File: src/rtl/decompose_l7_if.sv
// Stream interface for the level-7 sym4 analysis stage: a6 samples in, paired (a7, d7) results out.
interface decompose_l7_if #(
    parameter int INTERNAL_WIDTH = 48
);
    logic                             din_valid;
    logic signed [INTERNAL_WIDTH-1:0] a6_in;
    logic                             dout_valid;
    logic signed [INTERNAL_WIDTH-1:0] a7_out;
    logic signed [INTERNAL_WIDTH-1:0] d7_out;
    logic                             sat_flag;

    modport master (
        output din_valid, a6_in,
        input  dout_valid, a7_out, d7_out, sat_flag
    );

    modport slave (
        input  din_valid, a6_in,
        output dout_valid, a7_out, d7_out, sat_flag
    );
endinterface

File: src/rtl/decompose_l7.sv
// Level-7 sym4 analysis stage: 8-tap lowpass/highpass filters, decimate by 2, 4-cycle pipeline.
// Optional idle auto-flush of the window/phase is enabled by defining DECOMP_IDLE_FLUSH_EN.
module decompose_l7 #(
    parameter int INTERNAL_WIDTH = 48,
    parameter int COEF_WIDTH     = 25,
    parameter int COEF_FRAC      = 23,
    parameter logic signed [COEF_WIDTH-1:0] DEC_LO0 = '0,
    parameter logic signed [COEF_WIDTH-1:0] DEC_LO1 = '0,
    parameter logic signed [COEF_WIDTH-1:0] DEC_LO2 = '0,
    parameter logic signed [COEF_WIDTH-1:0] DEC_LO3 = '0,
    parameter logic signed [COEF_WIDTH-1:0] DEC_LO4 = '0,
    parameter logic signed [COEF_WIDTH-1:0] DEC_LO5 = '0,
    parameter logic signed [COEF_WIDTH-1:0] DEC_LO6 = '0,
    parameter logic signed [COEF_WIDTH-1:0] DEC_LO7 = '0,
    parameter logic signed [COEF_WIDTH-1:0] DEC_HI0 = '0,
    parameter logic signed [COEF_WIDTH-1:0] DEC_HI1 = '0,
    parameter logic signed [COEF_WIDTH-1:0] DEC_HI2 = '0,
    parameter logic signed [COEF_WIDTH-1:0] DEC_HI3 = '0,
    parameter logic signed [COEF_WIDTH-1:0] DEC_HI4 = '0,
    parameter logic signed [COEF_WIDTH-1:0] DEC_HI5 = '0,
    parameter logic signed [COEF_WIDTH-1:0] DEC_HI6 = '0,
    parameter logic signed [COEF_WIDTH-1:0] DEC_HI7 = '0,
    parameter int IDLE_TIMEOUT   = 16
) (
    input  logic          clk,
    input  logic          rst_n,
    input  logic          sclr,
    decompose_l7_if.slave bus
);
    localparam int IW = INTERNAL_WIDTH;
    localparam int CW = COEF_WIDTH;
    localparam int CF = COEF_FRAC;
    localparam int PW = IW + CW;      // product
    localparam int QW = PW + 1;       // 2-term partial sum
    localparam int SW = PW + 3;       // 8-term sum

    localparam logic [7:0][CW-1:0] LO = {DEC_LO7, DEC_LO6, DEC_LO5, DEC_LO4,
                                         DEC_LO3, DEC_LO2, DEC_LO1, DEC_LO0};
    localparam logic [7:0][CW-1:0] HI = {DEC_HI7, DEC_HI6, DEC_HI5, DEC_HI4,
                                         DEC_HI3, DEC_HI2, DEC_HI1, DEC_HI0};
    localparam logic [IW-1:0] SMAX = {1'b0, {(IW-1){1'b1}}};
    localparam logic [IW-1:0] SMIN = {1'b1, {(IW-1){1'b0}}};

    logic [7:0][IW-1:0] win, win_nxt;
    logic               phase;
    logic               launch;
    logic               flush;
    logic [3:1]         vld_pipe;

    logic [7:0][PW-1:0] prod_lo, prod_hi;
    logic [3:0][QW-1:0] part_lo, part_hi;
    logic [SW-1:0]      sum_lo, sum_hi;

    logic               ovf_lo, ovf_hi;
    logic [IW-1:0]      a7_c, d7_c;

    // Products are formed from the post-shift window so the launching sample is w0.
    assign win_nxt = {win[6:0], bus.a6_in};
    assign launch  = bus.din_valid & phase & ~sclr;

`ifdef DECOMP_IDLE_FLUSH_EN
    localparam int CNTW = $clog2(IDLE_TIMEOUT + 1);
    logic [CNTW-1:0] idle_cnt;

    always_ff @(posedge clk or negedge rst_n) begin
        if (!rst_n)
            idle_cnt <= '0;
        else if (sclr || bus.din_valid)
            idle_cnt <= '0;
        else if (idle_cnt != CNTW'(IDLE_TIMEOUT))
            idle_cnt <= idle_cnt + 1'b1;
    end

    assign flush = ~bus.din_valid & (idle_cnt == CNTW'(IDLE_TIMEOUT - 1));
`else
    assign flush = 1'b0;
`endif

    always_ff @(posedge clk or negedge rst_n) begin
        if (!rst_n) begin
            win   <= '0;
            phase <= 1'b0;
        end else if (sclr || flush) begin
            win   <= '0;
            phase <= 1'b0;
        end else if (bus.din_valid) begin
            win   <= win_nxt;
            phase <= ~phase;
        end
    end

    always_ff @(posedge clk or negedge rst_n) begin
        if (!rst_n)
            vld_pipe <= '0;
        else if (sclr)
            vld_pipe <= '0;
        else
            vld_pipe <= {vld_pipe[2:1], launch};
    end

    // Datapath free-runs; only the valid bits qualify it.
    always_ff @(posedge clk) begin
        for (int k = 0; k < 8; k++) begin
            prod_lo[k] <= PW'($signed(win_nxt[k])) * PW'($signed(LO[k]));
            prod_hi[k] <= PW'($signed(win_nxt[k])) * PW'($signed(HI[k]));
        end
        for (int j = 0; j < 4; j++) begin
            part_lo[j] <= QW'($signed(prod_lo[2*j])) + QW'($signed(prod_lo[2*j+1]));
            part_hi[j] <= QW'($signed(prod_hi[2*j])) + QW'($signed(prod_hi[2*j+1]));
        end
        sum_lo <= SW'($signed(part_lo[0])) + SW'($signed(part_lo[1]))
                + SW'($signed(part_lo[2])) + SW'($signed(part_lo[3]));
        sum_hi <= SW'($signed(part_hi[0])) + SW'($signed(part_hi[1]))
                + SW'($signed(part_hi[2])) + SW'($signed(part_hi[3]));
    end

    // Drop COEF_FRAC bits (floor); clamp when the bits above the kept field disagree with the sign.
    function automatic logic [IW:0] scale_sat(input logic [SW-1:0] s);
        logic [SW-CF-IW:0] top;
        top = s[SW-1:CF+IW-1];
        if ((&top) || (~|top))
            return {1'b0, s[CF+IW-1:CF]};
        else if (s[SW-1])
            return {1'b1, SMIN};
        else
            return {1'b1, SMAX};
    endfunction

    always_comb begin
        {ovf_lo, a7_c} = scale_sat(sum_lo);
        {ovf_hi, d7_c} = scale_sat(sum_hi);
    end

    always_ff @(posedge clk or negedge rst_n) begin
        if (!rst_n) begin
            bus.dout_valid <= 1'b0;
            bus.a7_out     <= '0;
            bus.d7_out     <= '0;
            bus.sat_flag   <= 1'b0;
        end else if (sclr) begin
            bus.dout_valid <= 1'b0;
            bus.sat_flag   <= 1'b0;
        end else begin
            bus.dout_valid <= vld_pipe[3];
            if (vld_pipe[3]) begin
                bus.a7_out <= a7_c;
                bus.d7_out <= d7_c;
                if (ovf_lo || ovf_hi)
                    bus.sat_flag <= 1'b1;
            end
        end
    end
endmodule

File: src/flat_wrapper.sv
// flat-port wrapper written by rule: the top's interface ports become plain ports
module decompose_l7_flat 
#(
    parameter int INTERNAL_WIDTH = 48,
    parameter int COEF_WIDTH     = 25,
    parameter int COEF_FRAC      = 23,
    parameter logic signed [COEF_WIDTH-1:0] DEC_LO0 = '0,
    parameter logic signed [COEF_WIDTH-1:0] DEC_LO1 = '0,
    parameter logic signed [COEF_WIDTH-1:0] DEC_LO2 = '0,
    parameter logic signed [COEF_WIDTH-1:0] DEC_LO3 = '0,
    parameter logic signed [COEF_WIDTH-1:0] DEC_LO4 = '0,
    parameter logic signed [COEF_WIDTH-1:0] DEC_LO5 = '0,
    parameter logic signed [COEF_WIDTH-1:0] DEC_LO6 = '0,
    parameter logic signed [COEF_WIDTH-1:0] DEC_LO7 = '0,
    parameter logic signed [COEF_WIDTH-1:0] DEC_HI0 = '0,
    parameter logic signed [COEF_WIDTH-1:0] DEC_HI1 = '0,
    parameter logic signed [COEF_WIDTH-1:0] DEC_HI2 = '0,
    parameter logic signed [COEF_WIDTH-1:0] DEC_HI3 = '0,
    parameter logic signed [COEF_WIDTH-1:0] DEC_HI4 = '0,
    parameter logic signed [COEF_WIDTH-1:0] DEC_HI5 = '0,
    parameter logic signed [COEF_WIDTH-1:0] DEC_HI6 = '0,
    parameter logic signed [COEF_WIDTH-1:0] DEC_HI7 = '0,
    parameter int IDLE_TIMEOUT   = 16
)
  (clk, rst_n, sclr, bus_din_valid, bus_a6_in, bus_dout_valid, bus_a7_out, bus_d7_out, bus_sat_flag);
  decompose_l7_if #(.INTERNAL_WIDTH(INTERNAL_WIDTH)) bus_i ();
  input  logic clk;
  input  logic rst_n;
  input  logic sclr;
  input wire logic [$bits(bus_i.din_valid)-1:0] bus_din_valid;
  input wire logic [$bits(bus_i.a6_in)-1:0] bus_a6_in;
  output wire logic [$bits(bus_i.dout_valid)-1:0] bus_dout_valid;
  output wire logic [$bits(bus_i.a7_out)-1:0] bus_a7_out;
  output wire logic [$bits(bus_i.d7_out)-1:0] bus_d7_out;
  output wire logic [$bits(bus_i.sat_flag)-1:0] bus_sat_flag;
  assign bus_i.din_valid = bus_din_valid;
  assign bus_i.a6_in = bus_a6_in;
  assign bus_dout_valid = bus_i.dout_valid;
  assign bus_a7_out = bus_i.a7_out;
  assign bus_d7_out = bus_i.d7_out;
  assign bus_sat_flag = bus_i.sat_flag;
  decompose_l7 #(.INTERNAL_WIDTH(INTERNAL_WIDTH), .COEF_WIDTH(COEF_WIDTH), .COEF_FRAC(COEF_FRAC), .DEC_LO0(DEC_LO0), .DEC_LO1(DEC_LO1), .DEC_LO2(DEC_LO2), .DEC_LO3(DEC_LO3), .DEC_LO4(DEC_LO4), .DEC_LO5(DEC_LO5), .DEC_LO6(DEC_LO6), .DEC_LO7(DEC_LO7), .DEC_HI0(DEC_HI0), .DEC_HI1(DEC_HI1), .DEC_HI2(DEC_HI2), .DEC_HI3(DEC_HI3), .DEC_HI4(DEC_HI4), .DEC_HI5(DEC_HI5), .DEC_HI6(DEC_HI6), .DEC_HI7(DEC_HI7), .IDLE_TIMEOUT(IDLE_TIMEOUT)) u_core (.clk(clk), .rst_n(rst_n), .sclr(sclr), .bus(bus_i));
endmodule
File: config.mk
export PLATFORM = sky130hd
export DESIGN_NAME = decompose_l7_flat
export DESIGN_NICKNAME = d
export VERILOG_FILES = /design/src/rtl/decompose_l7_if.sv /design/src/rtl/decompose_l7.sv /design/src/flat_wrapper.sv
export SDC_FILE = /design/constraint.sdc
export NUM_CORES = 1
export LEC_CHECK = 0
export CAP_MARGIN = 5
export CORE_UTILIZATION = 20
export CTS_CLUSTER_SIZE = 24
export DETAILED_ROUTE_END_ITERATION = 7
export GPL_TIMING_DRIVEN = 1
export PLACE_DENSITY = 0.78
export SYNTH_ARGS = -nofsm -noshare
export SYNTH_HDL_FRONTEND = slang
export SYNTH_SLANG_ARGS = --single-unit
File: constraint.sdc
create_clock -name clk -period 0.8 [get_ports clk]
set_input_delay 0.12 -clock clk [delete_from_list [all_inputs] [get_ports clk]]
set_output_delay 0.12 -clock clk [all_outputs]
set_load 0.005 [all_outputs]
Word-level counts from Yosys, hierarchy flattened
Index checks and enable logic that the tools add are counted.
Widths: inputs -> output; s select.

word-level totals
  register bits after elaboration = 6
  input bits = 52
  output and inout bits = 98
  logic and storage cells = 16

cells by class
  muxes and demuxes = 5
  bitwise operators = 4
  reductions and logical operators = 3

operator list
  kind               number
  $mux 1             4
  $reduce_bool 2->1  2
  $mux 3             1
  $and 1x1->1        2
  $not 1->1          2
  $reduce_and 2->1   1

Logic depth before layout (Yosys ltp)
  depth after elaboration = 3
  gate-level depth with buffers = 2
  gate-level depth less buffers = 2

Worst setup path after synthesis
No wires, ideal clock.

  path kind = flip-flop to flip-flop
  start point = register u_core.phase
  end point = register u_core.vld_pipe[1] (netlist bit)
  setup time = 0.120 ns
  arrival = 0.542 ns
  data required time = 0.680 ns
  path slack = 0.138 ns
  cell stages (with the launch flop) = 2
  path buffers = 0
  clock period less this slack = 0.662 ns
  path through = dfrtp_1 -> and3b_2

on the way
  word-level cells in the longest chain between the ends = 3

RTL lines
  item                       RTL line            RTL
  start, declared            decompose_l7.sv:45  logic phase;
  start signal, assigned     decompose_l7.sv:88  phase <= ~phase;
  $and 1x1->1 (2 in series)  decompose_l7.sv:59  assign launch = bus.din_valid & phase & ~sclr;
  $mux 3                     decompose_l7.sv:95  else if (sclr)
  end signal, assigned       decompose_l7.sv:98  vld_pipe <= {vld_pipe[2:1], launch};
  end, declared              decompose_l7.sv:48  logic [3:1] vld_pipe;

Every way passes these cells.
A chain may end at the register's enable or synchronous reset.

Worst setup path after layout
  start point = register u_core.bus.dout_valid
  end point = output bus_dout_valid

RTL lines
  item                    RTL line               RTL
  start, declared         decompose_l7_if.sv:19  output dout_valid, a7_out, d7_out, sat_flag
  start signal, assigned  decompose_l7.sv:144    bus.dout_valid <= vld_pipe[3];
  end, declared           flat_wrapper.sv:32     output wire logic [$bits(bus_i.dout_valid)-1:0] bus_dout_valid;

No word-level cell between the ends.

==> run_results.csv <==
group,metric,value,unit
logic_synthesis,async_flop_share,100,%
final_layout,areaGrowthSynthToFinish,-24.4,%
detailed_routing,avgViaCountPerCell,2.15,
run_status,violations,"negative setup slack",
power,irDropWorstVdd,0.000533,V
critical_path,cpMaxStageDelayCell,"dfrtp_1",
global_routing,antenna_found_initial,0,
placed_design,place_congestion,0.584,
critical_path,path_class,"flip-flop to output pin",
timing,rsz0062_at_grt,"yes",
clock_tree,cts_buffers,3,
worst_hold_path,hold_class,"primary input to async pin",
critical_path,required,0.68,ns
clock_tree,path_clk_slew,0.04,ns
critical_path,critPathLaunchType,"flip-flop",
timing,max_freq,1.22,GHz
power,p_leak,0.454,nW
global_routing,grt_overflow,0,
final_layout,diodes,0,
detailed_routing,drt_pass1_iterations,3,
detailed_routing,drtAntennaViolNets,0,
floorplan,row_count,24,
floorplan,dieArea,0.00480,mm²
clock_tree,ctsLongestPathBuffers,2,
power,p_per_area,1300,mW/mm²
timing,finalCritPeriodShare,102,%
logic_synthesis,yosysMostFrequentCell,"buf_4",
logic_synthesis,synth_area_leaders,"buf_4 (80%), dfrtp_1 (14%), and2b_2 (2.9%)",
detailed_routing,wl_per_cell,4.01,µm
flow_run,maxCapViolCount,0,
global_routing,grt_usage,2.20,%
timing,setup_slack,-0.0174,ns
critical_path,r2r_start,"u_core.phase",
timing,finalHoldViolations,0,
timing,finClkSkew,0.00107,ns
clock_tree,post-cts-setup-buffers,0,
floorplan,start_util,20.8,%
critical_path,crit_path_max_fanout,1,
timing,tns,-0.0174,ns
floorplan,core-area,0.00435,mm²
final_layout,fill_cells,505,
detailed_routing,vias,362,
detailed_routing,wl,674,µm
timing,drv_slew,0,
clock_tree,cts-root-buf,"clkbuf_8",
placed_design,port_buffers,4,
detailed_routing,drc,0,
critical_path,r2r_end,"u_core.vld_pipe[1]",
logic_synthesis,postSynthCellCount,109,
logic_synthesis,synth_top_area_share,80.4,%
global_routing,grt_max_degree,6,
logic_synthesis,synth-edff-count,0,
global_routing,grt_pass1_vias,162,
critical_path,cp_slowest_stage_delay,0.35,ns
critical_path,critical_path.cell_chain,"buf_2",
timing,hold-worst-slack,0.114,ns
global_routing,grt_pass1_wl,724,µm
clock_tree,cts.htree.levels,1,
logic_synthesis,synth_common_cells,"buf_4 (97), dfrtp_1 (5), and2b_2 (3)",
logic_synthesis,synth_seq_area_share,13.8,%
logic_synthesis,yosys_most_used_dff,"dfrtp_1",
timing,setup_violations,1,
critical_path,worstRegToRegCells,1,
run_status,status,"finished with violations",
critical_path,r2r_slack,0.12,ns
critical_path,cp.arrival,0.70,ns
logic_synthesis,yosysWarningCount,0,
critical_path,path_delay_family,"flip-flops",
critical_path,worstPathBufferInverterCount,1,
detailed_routing,drt-initial-drc-count,1,
floorplan,fp.dieH,69.3,µm
critical_path,critPathCaptureType,"output pin",
clock_tree,insertion_delay,0.22,ns
clock_tree,clock_sinks,5,
clock_tree,cts_tree,"yes",
placed_design,hpwlAfterDp,588,µm
logic_synthesis,yosysTopAreaCell,"buf_4",
final_layout,drive_gt1_share,7.76,%
floorplan,chipWidth,69.3,µm
final_layout,finalNetCount,169,
logic_synthesis,synth_area_per_cell,8.31,µm²
timing,fin_crit,0.817,ns
logic_synthesis,syn-cell-area,906,µm²
floorplan,ioPinCount,150,
logic_synthesis,ys_seq_elements,5,
logic_synthesis,ys_types,7,
## registers in the layout, summed over array words and instances, names as in the netlist
name                   count
u_core.vld_pipe            3
u_core.bus.dout_valid      1
u_core.phase               1
## stage by stage
| step | total power, mW | utilization, % | cells | setup slack, ns | area [µm²] |
|---|---|---|---|---|---|
| 2_1_floorplan | 0.726 | - | 205 | 0.138 | 1270 |
| 3_3_place_gp | 0.404 | 14.8 | 164 | -0.170 | 643 |
| 3_5_place_dp | 0.406 | 14.8 | 164 | -0.196 | 643 |
| 4_1_cts | 0.895 | 15.7 | 168 | -0.0262 | 684 |
| 5_1_grt | 0.951 | 15.7 | 168 | -0.0327 | 684 |
| 6_report | 0.893 | 15.7 | 168 | -0.0174 | 684 |
## worst max path at each step
| stage | start | to | slack (ns) | cells past startpoint |
|---|---|---|---|---|
| 2_1_floorplan | u_core.phase | u_core.vld_pipe[1] | 0.14 | 1 |
| 3_3_place_gp | sclr | u_core.bus.dout_valid | -0.17 | 2 |
| 3_5_place_dp | sclr | u_core.vld_pipe[2] | -0.20 | 2 |
| 4_1_cts | u_core.bus.dout_valid | bus_dout_valid | -0.03 | 1 |
| 5_1_grt | u_core.bus.dout_valid | bus_dout_valid | -0.03 | 1 |
| 6_report | u_core.bus.dout_valid | bus_dout_valid | -0.02 | 1 |
## logic make-up after synthesis
| kind of cell | after synthesis | synth area share (%) |
|---|---|---|
| xor+xnor | 1 | 0.967 |
| simple gates | 5 | 4.42 |
| other cells | 1 | 0.414 |
| buf+inv | 97 | 80.4 |
| flops | 5 | 13.8 |
## cell usage in the layout, fill, tap and decap left out
| cell type | synthesis | routed |
|---|---|---|
| clkdlybuf4s50_1 | 0 | 3 |
| clkinv_2 | 0 | 1 |
| and2b_2 | 3 | 3 |
| buf_2 | 0 | 1 |
| clkbuf_8 | 0 | 3 |
| and3b_2 | 1 | 1 |
| nor2_1 | 1 | 1 |
| xnor2_1 | 1 | 1 |
| conb_1 | 1 | 97 |
| dfrtp_1 | 5 | 5 |
## where the power goes
| group | internal (mW) | switching [mW] | total, mW |
|---|---|---|---|
| Sequential | 0.263 | 0.00390 | 0.267 |
| Clock | 0.336 | 0.145 | 0.481 |
| Combinational | 0.0237 | 0.120 | 0.144 |
| Total | 0.623 | 0.269 | 0.893 |
## layer usage
layer	track usage, %	up-vias	share of wire (%)
li1	-	146	-
met1	1.42	158	21
met2	3.34	53	54
met3	1.45	5	21
met4	3.40	0	3.7
met5	0	-	0
## layout make-up
class                      count  area, µm²  share of cell area, %
timing repair buffer           4       35.0                   5.12
sequential                     5        125                   18.3
clock buffer                   3       41.3                   6.03
tap                           52       65.1                   9.51
multi-input combinational    103        413                   60.3
clock inverter                 1       5.00                  0.731
## timing repair
action                                 4_1_cts  5_1_grt
endpoints found under the hold margin        0        0
setup endpoints to repair                    1        1
hold buffers                                 0        0
gates resized for setup                      4        0
No activity file was read; power rests on OpenSTA's default activity.
